$ cat config.mk
export PLATFORM = sky130hd
export DESIGN_NAME = libv_deque_ctrl
export DESIGN_NICKNAME = d
export VERILOG_FILES = /design/src/rtl/libv_pkg.sv /design/src/rtl/libv_deque_ctrl.sv
export SDC_FILE = /design/constraint.sdc
export NUM_CORES = 1
export LEC_CHECK = 0
export ABC_AREA = 1
export CAP_MARGIN = 20
export CORE_ASPECT_RATIO = 1.75
export CORE_UTILIZATION = 37
export CTS_BUF_LIST = sky130_fd_sc_hd__clkbuf_8
export CTS_CLUSTER_DIAMETER = 150
export CTS_CLUSTER_SIZE = 8
export DETAILED_ROUTE_END_ITERATION = 8
export PLACE_DENSITY = 0.95
export SLEW_MARGIN = 20
export SYNTH_ARGS = -nofsm -noshare
export SYNTH_HDL_FRONTEND = slang
export SYNTH_SLANG_ARGS = --single-unit
$ cat constraint.sdc
create_clock -name clk -period 5.65 [get_ports clk]
set_input_delay 1.13 -clock clk [delete_from_list [all_inputs] [get_ports clk]]
set_output_delay 1.13 -clock clk [all_outputs]
set_load 0.01 [all_outputs]
$ cat src/rtl/libv_pkg.sv
// libv_pkg: shared types for the libv deque family.
package libv_pkg;

  typedef enum logic [1:0] {
    OpPushFront = 2'd0,
    OpPushBack  = 2'd1,
    OpPopFront  = 2'd2,
    OpPopBack   = 2'd3
  } deque_op_t;

endpackage

$ cat src/rtl/libv_deque_ctrl.sv
// libv_deque_ctrl: round-robin initiator for the libv_deque command interface.
// Four valid/ready request streams (push-front, push-back, pop-front, pop-back)
// share one deque command per cycle. The controller tracks occupancy so the deque
// never overflows or underflows. Popped words return on a registered response
// channel.
// Optional feature: define LIBV_DEQUE_CTRL_STALL_CNT_EN to add a saturating
// stall counter (stall_cnt_r) with a synchronous clear input (stall_cnt_clr).
module libv_deque_ctrl
  import libv_pkg::*;
#(
  parameter int W = 32,
  parameter int N = 8
) (
  input  logic                   clk,
  input  logic                   rst,
  input  logic                   pf_vld,
  input  logic [W-1:0]           pf_data,
  output logic                   pf_rdy,
  input  logic                   pb_vld,
  input  logic [W-1:0]           pb_data,
  output logic                   pb_rdy,
  input  logic                   qf_vld,
  output logic                   qf_rdy,
  input  logic                   qb_vld,
  output logic                   qb_rdy,
  output logic                   rsp_vld,
  output logic [W-1:0]           rsp_data,
  output logic                   rsp_back,
  input  logic                   rsp_rdy,
`ifdef LIBV_DEQUE_CTRL_STALL_CNT_EN
  input  logic                   stall_cnt_clr,
  output logic [15:0]            stall_cnt_r,
`endif
  output logic                   cmd_vld,
  output deque_op_t              cmd_op,
  output logic [W-1:0]           cmd_push_data,
  input  logic [W-1:0]           cmd_pop_data,
  output logic [$clog2(N):0]     occ_r,
  output logic                   empty_r,
  output logic                   full_r
);

  localparam int OW = $clog2(N) + 1;
  localparam logic [OW-1:0] OCC_MAX = OW'(N);

  logic          rsp_slot_free;
  logic [3:0]    elig;
  logic [1:0]    rr_ptr;
  logic          grant_vld;
  logic [1:0]    grant_idx;
  logic [1:0]    cand;
  logic          push_grant;
  logic          pop_grant;
  logic [OW-1:0] occ_next;

  assign rsp_slot_free = !rsp_vld || rsp_rdy;

  // Eligibility per requester; index order pf, pb, qf, qb. Nothing is eligible in reset.
  always_comb begin
    elig[0] = !rst && pf_vld && (occ_r < OCC_MAX);
    elig[1] = !rst && pb_vld && (occ_r < OCC_MAX);
    elig[2] = !rst && qf_vld && (occ_r != '0) && rsp_slot_free;
    elig[3] = !rst && qb_vld && (occ_r != '0) && rsp_slot_free;
  end

  // Round-robin pick: scan downward so the candidate closest to the pointer wins.
  always_comb begin
    grant_vld = 1'b0;
    grant_idx = rr_ptr;
    cand      = rr_ptr;
    for (int k = 3; k >= 0; k--) begin
      cand = rr_ptr + 2'(k);
      if (elig[cand]) begin
        grant_vld = 1'b1;
        grant_idx = cand;
      end
    end
  end

  assign push_grant = grant_vld && !grant_idx[1];
  assign pop_grant  = grant_vld &&  grant_idx[1];

  // Decode the grant into ready strobes and the deque command.
  always_comb begin
    pf_rdy        = grant_vld && (grant_idx == 2'd0);
    pb_rdy        = grant_vld && (grant_idx == 2'd1);
    qf_rdy        = grant_vld && (grant_idx == 2'd2);
    qb_rdy        = grant_vld && (grant_idx == 2'd3);
    cmd_vld       = grant_vld;
    cmd_op        = OpPushFront;
    cmd_push_data = '0;
    if (grant_vld) begin
      case (grant_idx)
        2'd0: begin
          cmd_op        = OpPushFront;
          cmd_push_data = pf_data;
        end
        2'd1: begin
          cmd_op        = OpPushBack;
          cmd_push_data = pb_data;
        end
        2'd2: cmd_op = OpPopFront;
        default: cmd_op = OpPopBack;
      endcase
    end
  end

  // Next occupancy; the eligibility rules keep it inside 0..N, so no wrap handling.
  always_comb begin
    occ_next = occ_r;
    if (push_grant) begin
      occ_next = occ_r + OW'(1);
    end else if (pop_grant) begin
      occ_next = occ_r - OW'(1);
    end
  end

  // Occupancy and its registered empty/full flags.
  always_ff @(posedge clk) begin
    if (rst) begin
      occ_r   <= '0;
      empty_r <= 1'b1;
      full_r  <= 1'b0;
    end else begin
      occ_r   <= occ_next;
      empty_r <= (occ_next == '0);
      full_r  <= (occ_next == OCC_MAX);
    end
  end

  // Round-robin pointer moves just past the winner, holds when idle.
  always_ff @(posedge clk) begin
    if (rst) begin
      rr_ptr <= 2'd0;
    end else if (grant_vld) begin
      rr_ptr <= grant_idx + 2'd1;
    end
  end

  // Response register: a new pop reloads it even while the old word is consumed.
  always_ff @(posedge clk) begin
    if (rst) begin
      rsp_vld  <= 1'b0;
      rsp_data <= '0;
      rsp_back <= 1'b0;
    end else if (pop_grant) begin
      rsp_vld  <= 1'b1;
      rsp_data <= cmd_pop_data;
      rsp_back <= grant_idx[0];
    end else if (rsp_rdy) begin
      rsp_vld  <= 1'b0;
    end
  end

`ifdef LIBV_DEQUE_CTRL_STALL_CNT_EN
  logic any_vld;
  assign any_vld = pf_vld || pb_vld || qf_vld || qb_vld;

  // Count cycles with pending requests but no grant; clear beats increment.
  always_ff @(posedge clk) begin
    if (rst || stall_cnt_clr) begin
      stall_cnt_r <= 16'd0;
    end else if (any_vld && !grant_vld && (stall_cnt_r != 16'hFFFF)) begin
      stall_cnt_r <= stall_cnt_r + 16'd1;
    end
  end
`endif

endmodule

==> impl_metrics.py <==
metrics = {
    "yosys": {
        "ys_warn_count": 0,
        "synth_ff_type": "dfxtp_1",
        "synth_area_per_cell_um2": 6.08,
        "yosys.area.top_type_share": 0.363,
        "muxShareOfSynthArea": 0,
        "ys_top_cells_by_count": "nand2_1 (136), nor2_1 (78), dfxtp_1 (42)",
        "synthSimpleGateAreaFrac": 0.424,
        "synthAdderAreaFrac": 0.0270,
        "synth_top_family_by_area": "simple AND/OR/NAND/NOR gates",
        "syn_area_um2": 2320,
        "synthesis.nets": 489,
        "synth_compound_area_frac": 0.0864,
        "ys_ff_latch": 42,
        "yosys-top-cells-area": "dfxtp_1 (36%), nand2_1 (22%), nor2_1 (13%)",
        "syn_inst": 381,
        "synth-async-reset-ratio": 0,
        "synth-edff-count": 0,
        "ys_seq_area_frac": 0.363,
        "synth.distinct_cells": 19,
        "yosysMostFrequentCell": "nand2_1",
        "synthXorXnorAreaFrac": 0.0151,
        "synth_top_area_cell": "dfxtp_1",
    },
    "timing": {
        "layout_min_cycle_time_ns": 5.18,
        "fin_crit_sh": 0.917,
        "relSlewSlack": 0.761,
        "rsz0062_at_grt": "false",
        "finalHoldViolCount": 0,
        "holdWs_ns": 0.491,
        "fmax_ghz": 0.193,
        "tns_ns": 0,
        "setup_viol": 0,
        "clock_skew_ns": 0.00860,
        "worstMarginPinSlew_ns": 0.358,
        "slew_viol_final": 0,
    },
    "flow_run": {
        "drv_cap": 0,
    },
    "cells_and_area": {
        "fillers": 430,
        "nets": 664,
        "drive_gt1_frac": 0.0413,
        "n_antenna_cell": 0,
        "final_cells": 635,
        "multi_input_area_um2": 1280,
        "area_delta_synth_final_pct": 85.7,
        "seq_area_um2": 841,
    },
    "clock_tree": {
        "clkTransAtPathRegs_ns": 0.09,
        "ctsHtreeMaxLevel": 2,
        "cts_resized": 0,
        "post_cts_buffers": 0,
        "cts-hold-fix-buffers": 0,
        "clkSinkCount": 42,
        "clk_path_buf_depth": 2,
        "tritoncts": "done",
        "root_buffer": "clkbuf_8",
        "clk_latency_ns": 0.31,
        "cts-buffers-inserted": 5,
    },
    "critical_path": {
        "r2r_slack_ns": 3.06,
        "cp-end-kind": "primary output",
        "startpoint_type": "primary input",
        "crit_path_max_incr_delay_ns": 0.55,
        "path_cells": "clkdlybuf4s50_1, inv_2, nand2_1, nor2_1, nand3_1, nand2_1, nand2_1, nand2_1, nand3_1, nand2_1, nand4_1, nand2_1, ha_1, nand2_1, inv_1, buf_4, nand2_1, nand2_1, clkdlybuf4s50_1",
        "cp_slowest_cell": "clkdlybuf4s50_1",
        "required_ns": 4.52,
        "timing.critical_path.mode_cell": "nand2_1",
        "regToRegEndpoint": "full_r",
        "critPathMaxFanout": 33,
        "reg2reg_from": "occ_r[0]",
        "worstPathArrival_ns": 4.05,
        "crit_buf_inv": 5,
        "cp_top_family": "buffers and inverters",
        "critPathKind": "in2out",
        "worstRegToRegCells": 15,
    },
    "floorplanning": {
        "num_io_pins": 182,
        "start_util": 0.388,
        "dieHeight_um": 107,
        "core_area_um2": 5970,
        "fp.dieW_um": 61.8,
        "fp.dieArea_um2": 6600,
        "row_count": 37,
    },
    "min_path": {
        "holdPathStages": 2,
        "hold_class": "reg2reg",
        "holdPathEnd": "rsp_data[15]",
        "min-delay-start": "rsp_data[15]",
    },
    "place": {
        "dpl.hpwl_um": 7040,
        "port_buffers": 181,
        "place_congestion": 0.891,
        "placed_cells": 627,
    },
    "power_and_ir_drop": {
        "leakage_uw": 0.00192,
        "irDropWorstVdd_v": 0.000379,
        "powerDensity_nw_per_um2": 591,
    },
    "global_routing": {
        "antenna_found_initial": 0,
        "grt_first_pass_wirelength_um": 14000,
        "grt_max_degree": 39,
        "grt-ovfl-total": 0,
        "grt_pass1_vias": 2991,
        "grt_use_total": 0.293,
    },
    "run_status": {
        "outcome": "completed",
    },
    "detailed_routing": {
        "drt-initial-drc-count": 142,
        "dr_total_vias": 3096,
        "wirelength_um": 9400,
        "drtPass1Iterations": 4,
        "post-route-drc-count": 0,
        "vias_per_cell": 4.88,
        "wire_per_inst_um": 14.8,
        "drtAntennaViolNets": 0,
    },
}
kinds of logic after synthesis:
family          Yosys count
xor+xnor                  4
fa+ha+maj                 5
compound gates           40
simple gates            246
flops                    42
buf+inv                  44
worst min-delay path: stages, from the launching register on:
cell	delay, ns
dfxtp_1	0.33
nor2_1	0.05
nor2_1	0.08
sequential cells by signal, indices dropped and copies added, names as in the netlist:
name      cells
rsp_data     32
occ_r         4
rr_ptr        2
empty_r       1
full_r        1
rsp_back      1
rsp_vld       1
cell type report:
type,instances,share of cell area
Clock buffer,5,0.0160
Sequential cell,42,0.195
Multi-Input combinational cell,295,0.297
Inverter,26,0.0227
Tap cell,78,0.0227
Timing Repair Buffer,186,0.430
Clock inverter,3,0.0160
per-stage QoR:
step	power [uW]	worst slack, ns	utilization	cell area [um^2]
6_report	2540	0.468	0.721	4300
5_1_grt	2770	0.127	0.721	4300
4_1_cts	2550	0.451	0.721	4300
3_3_place_gp	2190	0.537	0.697	4170
3_5_place_dp	2240	0.461	0.697	4170
2_1_floorplan	1410	1.78	-	2320
where the power goes:
group | switching, uW | leakage (uW) | internal (uW) | total [uW]
combinational | 975 | 0.00151 | 840 | 1820
clock | 114 | 0.0000683 | 177 | 291
sequential | 58.8 | 0.000345 | 377 | 436
total | 1150 | 0.00192 | 1390 | 2540
cells in the final DEF, fill, tap and decap left out:
| cell | n |
|---|---|
| a21oi_1 | 4 |
| buf_4 | 5 |
| bufinv_16 | 2 |
| clkbuf_8 | 5 |
| clkdlybuf4s50_1 | 181 |
| clkinv_4 | 1 |
| dfxtp_1 | 42 |
| ha_1 | 5 |
| inv_1 | 23 |
| inv_2 | 3 |
| nand2_1 | 136 |
| nand2_2 | 5 |
| nand3_1 | 21 |
| nand4_1 | 4 |
| nor2_1 | 78 |
| nor2_2 | 1 |
| nor2_4 | 1 |
| o21ai_0 | 34 |
| o21ai_1 | 2 |
| xor2_1 | 4 |
per-layer routing:
layer,share of wire,vias up,track usage
met5,0,-,0
met4,0.022,0,0.103
met3,0.14,18,0.136
met2,0.50,200,0.526
met1,0.33,1355,0.275
li1,-,1523,-
worst max path at each step:
stage,startpoint,to,slack [ns],cells after the start
floorplan,rst,cmd_push_data[10],1.78,17
global placement,rst,cmd_push_data[21],0.54,19
detailed placement,rst,cmd_push_data[1],0.46,19
CTS,rst,cmd_push_data[1],0.45,19
global route,rst,cmd_push_data[16],0.13,19
finish,rst,cmd_push_data[19],0.47,19
(Power assumes the default switching activity.)
